$ cat config.mk
export PLATFORM = sky130hd
export DESIGN_NAME = wb_stage_flat
export DESIGN_NICKNAME = d
export VERILOG_FILES = /design/src/rtl/wb_stage_if.sv /design/src/rtl/wb_stage.sv /design/src/flat_wrapper.sv
export SDC_FILE = /design/constraint.sdc
export NUM_CORES = 1
export LEC_CHECK = 0
export ABC_CLOCK_PERIOD_IN_PS = 9240
export CAP_MARGIN = 30
export CORE_UTILIZATION = 35
export CTS_CLUSTER_SIZE = 8
export DETAILED_ROUTE_END_ITERATION = 6
export PLACE_DENSITY = 0.78
export SYNTH_ARGS = -nofsm -noshare
export SYNTH_HDL_FRONTEND = slang
export SYNTH_SLANG_ARGS = --single-unit
export TNS_END_PERCENT = 20
$ cat constraint.sdc
create_clock -name clk -period 9.24 [get_ports clk]
set_clock_uncertainty 0.1 [all_clocks]
set_input_delay 1.386 -clock clk [delete_from_list [all_inputs] [get_ports clk]]
set_output_delay 1.386 -clock clk [all_outputs]
set_load 0.01 [all_outputs]
$ cat src/rtl/wb_stage_if.sv
// Multdiv-to-writeback result handshake.
// Master is the multdiv unit, slave is wb_stage.
interface wb_stage_if;
  logic        md_valid;
  logic        md_ready;
  logic [31:0] md_result;
  logic [4:0]  md_rd;
  logic        md_exc;
  logic        md_is_div;

  modport master (
    output md_valid, md_result, md_rd,
    output md_exc, md_is_div,
    input  md_ready
  );

  modport slave (
    input  md_valid, md_result, md_rd,
    input  md_exc, md_is_div,
    output md_ready
  );
endinterface

$ cat src/rtl/wb_stage.sv
// Writeback stage: RF write port arbitration between
// the MEM/WB latch and a 1-entry multdiv result buffer.
module wb_stage #(
  parameter int unsigned MAX_WAIT    = 4,
  parameter int unsigned MUL_RSTATUS = 4,
  parameter int unsigned DIV_RSTATUS = 5
) (
  input  logic        clk,
  input  logic        reset,
  input  logic [31:0] mw_ir_i,
  input  logic [31:0] mw_o_i,
  input  logic [31:0] mw_d_i,
  wb_stage_if.slave   md,
  output logic        rf_we_o,
  output logic [4:0]  rf_wr_o,
  output logic [31:0] rf_wd_o,
  output logic        wb_stall_o,
  output logic [31:0] retired_o
);

  localparam logic [4:0] OP_R    = 5'b00000;
  localparam logic [4:0] OP_ADDI = 5'b00101;
  localparam logic [4:0] OP_LW   = 5'b01000;
  localparam logic [4:0] OP_JAL  = 5'b00011;
  localparam logic [4:0] OP_SETX = 5'b10101;
  localparam logic [2:0] WAIT_MAX = 3'(MAX_WAIT);

  logic        pend_v_q, pend_v_d;
  logic [4:0]  pend_rd_q, pend_rd_d;
  logic [31:0] pend_data_q, pend_data_d;
  logic [2:0]  wait_q, wait_d;
  logic [31:0] retired_q, retired_d;

  logic [4:0]  op;
  logic        dec_we;
  logic [4:0]  dec_rd;
  logic [31:0] dec_data;
  logic        p_wr;
  logic        stall_req;
  logic        pend_go;
  logic        xfer;
  logic [4:0]  in_rd;
  logic [31:0] in_data;

  assign op = mw_ir_i[31:27];

  // Decode the latched instruction into a write request
  always_comb begin
    dec_we   = 1'b0;
    dec_rd   = mw_ir_i[26:22];
    dec_data = mw_o_i;
    unique case (1'b1)
      (op == OP_R),
      (op == OP_ADDI): dec_we = 1'b1;
      (op == OP_LW): begin
        dec_we   = 1'b1;
        dec_data = mw_d_i;
      end
      (op == OP_JAL): begin
        dec_we = 1'b1;
        dec_rd = 5'd31;
      end
      (op == OP_SETX): begin
        dec_we   = 1'b1;
        dec_rd   = 5'd30;
        dec_data = {5'b0, mw_ir_i[26:0]};
      end
      default: ;
    endcase
  end

  assign p_wr = ~reset & dec_we & (dec_rd != 5'd0);
  assign stall_req =
    pend_v_q & p_wr & (wait_q == WAIT_MAX);
  assign pend_go =
    ~reset & pend_v_q & (~p_wr | stall_req);

  assign md.md_ready = ~reset & (~pend_v_q | pend_go);
  assign xfer = md.md_valid & md.md_ready;

  assign in_rd = md.md_exc ? 5'd30 : md.md_rd;
  assign in_data = md.md_exc
    ? (md.md_is_div ? 32'(DIV_RSTATUS)
                    : 32'(MUL_RSTATUS))
    : md.md_result;

  // Single RF write port: buffer wins when it drains
  always_comb begin
    rf_we_o = 1'b0;
    rf_wr_o = 5'd0;
    rf_wd_o = 32'd0;
    if (pend_go) begin
      rf_we_o = 1'b1;
      rf_wr_o = pend_rd_q;
      rf_wd_o = pend_data_q;
    end else if (p_wr) begin
      rf_we_o = 1'b1;
      rf_wr_o = dec_rd;
      rf_wd_o = dec_data;
    end
  end

  assign wb_stall_o = stall_req;
  assign retired_o  = retired_q;

  // Next state of pending buffer, starvation count, retire count
  always_comb begin
    pend_v_d    = pend_v_q;
    pend_rd_d   = pend_rd_q;
    pend_data_d = pend_data_q;
    wait_d      = wait_q;
    if (pend_go || !pend_v_q)
      wait_d = 3'd0;
    else if (p_wr && wait_q != WAIT_MAX)
      wait_d = wait_q + 3'd1;
    if (pend_go)
      pend_v_d = 1'b0;
    if (xfer) begin
      pend_v_d    = (in_rd != 5'd0);
      pend_rd_d   = in_rd;
      pend_data_d = in_data;
    end
    retired_d = retired_q
      + {31'd0, ~stall_req & (mw_ir_i != 32'd0)};
  end

  // State registers with synchronous reset
  always_ff @(posedge clk) begin
    if (reset) begin
      pend_v_q    <= 1'b0;
      pend_rd_q   <= 5'd0;
      pend_data_q <= 32'd0;
      wait_q      <= 3'd0;
      retired_q   <= 32'd0;
    end else begin
      pend_v_q    <= pend_v_d;
      pend_rd_q   <= pend_rd_d;
      pend_data_q <= pend_data_d;
      wait_q      <= wait_d;
      retired_q   <= retired_d;
    end
  end

endmodule

$ cat src/flat_wrapper.sv
// flat-port wrapper written by rule: the top's interface ports become plain ports
module wb_stage_flat 
#(
  parameter int unsigned MAX_WAIT    = 4,
  parameter int unsigned MUL_RSTATUS = 4,
  parameter int unsigned DIV_RSTATUS = 5
)
  (clk, reset, mw_ir_i, mw_o_i, mw_d_i, rf_we_o, rf_wr_o, rf_wd_o, wb_stall_o, retired_o, md_md_valid, md_md_result, md_md_rd, md_md_exc, md_md_is_div, md_md_ready);
  wb_stage_if md_i ();
  input  logic clk;
  input  logic reset;
  input  logic [31:0] mw_ir_i;
  input  logic [31:0] mw_o_i;
  input  logic [31:0] mw_d_i;
  output logic rf_we_o;
  output logic [4:0] rf_wr_o;
  output logic [31:0] rf_wd_o;
  output logic wb_stall_o;
  output logic [31:0] retired_o;
  input wire logic [$bits(md_i.md_valid)-1:0] md_md_valid;
  input wire logic [$bits(md_i.md_result)-1:0] md_md_result;
  input wire logic [$bits(md_i.md_rd)-1:0] md_md_rd;
  input wire logic [$bits(md_i.md_exc)-1:0] md_md_exc;
  input wire logic [$bits(md_i.md_is_div)-1:0] md_md_is_div;
  output wire logic [$bits(md_i.md_ready)-1:0] md_md_ready;
  assign md_i.md_valid = md_md_valid;
  assign md_i.md_result = md_md_result;
  assign md_i.md_rd = md_md_rd;
  assign md_i.md_exc = md_md_exc;
  assign md_i.md_is_div = md_md_is_div;
  assign md_md_ready = md_i.md_ready;
  wb_stage #(.MAX_WAIT(MAX_WAIT), .MUL_RSTATUS(MUL_RSTATUS), .DIV_RSTATUS(DIV_RSTATUS)) u_core (.clk(clk), .reset(reset), .mw_ir_i(mw_ir_i), .mw_o_i(mw_o_i), .mw_d_i(mw_d_i), .md(md_i), .rf_we_o(rf_we_o), .rf_wr_o(rf_wr_o), .rf_wd_o(rf_wd_o), .wb_stall_o(wb_stall_o), .retired_o(retired_o));
endmodule
==> reports/results.ini <==
[cts]
cts_htree_levels=3
post_cts_resized=0
clock_latency_ns=0.33
cts_buffers=9
cts_tree=yes
clock_tree.root_cell=clkbuf_16
clk_path_buf_depth=2
clk_pin_slew_ns=0.05
holdBufCountCts=0
cts_setup_buffers=0
cts_sinks=73

[synthesis]
syn_avg_cell_area_um2=8.62
synth_edf_count=0
netlist_area_mm2=0.00449
synth_top_area_share_pct=32.6
synthTopCellsByCount=dfxtp_1 (73), nand2b_1 (63), nor2_1 (55)
synth_flop_cell=dfxtp_1
synthDistinctLibCells=48
synth_top_area_cell=dfxtp_1
ys_ff_latch=73
synth_seq_area_share_pct=32.6
syn-instance-count=521
synth_nets=663
async_flop_share_pct=0
yosysMostFrequentCell=dfxtp_1
synth_area_leaders=dfxtp_1 (33%), nand2b_1 (8.8%), mux2_1 (7.3%)
synth_warnings=0

[grt]
antenna_found_initial=0
grt_pass1_vias=4693
grt_max_degree=75
grt_usage_pct=22.5
grt-ovfl-total=0
grt_pass1_wl_um=23100

[worst_setup_path]
crit_arrival_ns=4.40
crit_family=buffers and inverters
worst-path-buf-inv=3
slowest_delay_ns=0.65
crit_top_cell=clkdlybuf4s50_1
worstPathCellList=clkdlybuf4s50_1 -> nor4_2 -> and2_1 -> buf_8 -> a22oi_1 -> a21oi_1 -> mux2_2 -> clkdlybuf4s50_1
rrSetupSlack_ns=6.00
cp.depth=8
r2r_cells=13
cp_max_fo=17
cp-end-kind=output port
startpoint_type=input pin
critical_path_class=in -> out
critical_path_required_ns=7.75
cpMaxStageDelayCell=and2_1

[power]
pwr-share-seq_pct=38.3
ir_worst_vdd_mv=0.0806
combPwrFrac_pct=17.4
p_switching_uw=202
power.clock.fraction_pct=44.2
p_sw_share_pct=23.3
leakage_nw=2.75
p_int_uw=663
power_density_mw_per_mm2=122

[final_layout]
area_growth_syn_to_layout_pct=57.5
multi_input_area_mm2=0.00283
layout-drive-gt1-share_pct=6.79
stdcell_count=894
n_antenna_cell=0
final_net_count=859
seqCellArea_mm2=0.00146
fill_cells=1131

[flow_run]
max_cap_viol_count=0

[place]
globalplace.congestion=0.809
dpl.cell_count=877
hpwl_um=11300
io_buffer_count=209
place_ws_ns=3.35

[detailed_routing]
wl_per_cell_um=16.8
wl_um=15000
viasPerCell=5.10
vias=4555
ant_nets=0
drt_pass1_iterations=4
drtIter0Drc=129
drc=0

[timing]
setup_viol=0
max_freq_ghz=0.170
fin_crit_ns=5.89
slew_headroom_pct=45.1
timing.final.ws_setup_ns=3.35
rsz0062_at_grt=no
hold_violations=0
slew_violations=0
finalCritPeriodShare_pct=63.7
tightest_slew_ns=0.817
finalSetupTns_ns=0

[floorplanning]
rows=41
io_pins=210
fp.dieH_um=115
core_mm2=0.0126
initial_core_util_pct=35.7
die_w_um=115
dieArea_mm2=0.0133

[hold_path]
min_path_cells=1
hold_class=reg -> reg

[status]
status=finished, final reports clean

-- cells by family after synthesis --
kind of cell	after synthesis	share of synthesized area [%]
AOI/OAI and AO/OA	85	13.0
xor gates and xnor gates	29	5.66
adders and majority gates	4	1.11
buffers and inverters	37	4.60
DFF	73	32.6
muxes	69	16.4
and+or+nand+nor	224	26.7
-- path summary, 6_finish.rpt --
kind / start / to
worst min register to register: u_core.wait_q[0] / u_core.wait_q[0]
worst min-delay path: u_core.wait_q[0] / u_core.wait_q[0]
worst max-delay path: mw_ir_i[29] / rf_wd_o[0]
worst max register to register: u_core.wait_q[0] / u_core.retired_o[28]
-- worst register-to-register path, stage by stage (launching register included) --
cell	delay (ns)
dfxtp_1	0.35
inv_1	0.05
ha_1	0.18
and2_1	0.20
nand2_1	0.08
nor2_1	0.05
a21oi_1	0.28
ha_1	0.25
ha_1	0.22
nand4_1	0.17
nor4_2	0.76
nand4_1	0.19
xor2_1	0.17
nor2_1	0.05
-- power by group through the flow --
stage	sequential, mW	clock [mW]	combinational, mW
3_3_place_gp	0.338	0	0.145
6_report	0.331	0.383	0.151
2_1_floorplan	0.337	0	0.0603
3_5_place_dp	0.338	0	0.151
4_1_cts	0.331	0.390	0.152
5_1_grt	0.332	0.406	0.162
-- metrics by stage --
stage	total power [mW]	area, um2	utilization, %	hold WS, ns
2_1_floorplan	0.397	4490	-	0.317
3_3_place_gp	0.483	6630	52.8	0.327
3_5_place_dp	0.489	6730	53.5	0.344
4_1_cts	0.873	7050	56.1	0.352
5_1_grt	0.900	7070	56.2	0.368
6_report	0.865	7070	56.2	0.350
-- sequential cells by signal, indices dropped and copies added (netlist names) --
signal              count
u_core.pend_rd_q        5
u_core.pend_data_q     32
u_core.retired_o       32
u_core.pend_v_q         1
u_core.wait_q           3
-- layer usage --
metal  track usage, %  wire length (um)
met2             41.0              7320
met5                0                 0
met3             6.75              1350
met1             25.3              6100
met4             6.32               233
-- placed cells by master, fill, tap and decap left out, types with 2 or more instances in the layout --
| cell | netlist | final |
|---|---|---|
| clkdlybuf4s50_1 | 0 | 208 |
| dfxtp_1 | 73 | 73 |
| nand2b_1 | 63 | 63 |
| nor2_1 | 55 | 55 |
| nand2_1 | 38 | 38 |
| a21oi_1 | 36 | 36 |
| a22oi_1 | 33 | 32 |
| mux2i_1 | 32 | 32 |
| mux2_1 | 29 | 29 |
| xor2_1 | 23 | 23 |
| nand4_1 | 14 | 14 |
| nand3_1 | 13 | 13 |
| clkbuf_16 | 0 | 9 |
| mux2_2 | 8 | 8 |
| a211oi_2 | 6 | 6 |
| nor4_1 | 6 | 6 |
| xnor2_1 | 6 | 6 |
| and2_1 | 5 | 5 |
| nor2b_1 | 4 | 4 |
| nor3_1 | 4 | 4 |
| and4_1 | 4 | 4 |
| and3_1 | 4 | 4 |
| ha_1 | 4 | 4 |
| buf_4 | 3 | 4 |
| inv_1 | 3 | 3 |
| nor2_4 | 2 | 2 |
| nor4_2 | 2 | 2 |
| a311oi_1 | 2 | 2 |
| bufinv_16 | 0 | 2 |
| buf_8 | 0 | 2 |
| buf_16 | 0 | 2 |
-- area by class of cell --
type | instances | area share (%)
clock inverter | 6 | 1.27
clock buffer | 10 | 3.38
inverter | 3 | 0.159
sequential | 73 | 20.7
multi-input combinational | 411 | 40.0
tap | 172 | 3.04
timing repair buffer | 219 | 31.5
(Power assumes the default switching activity.)
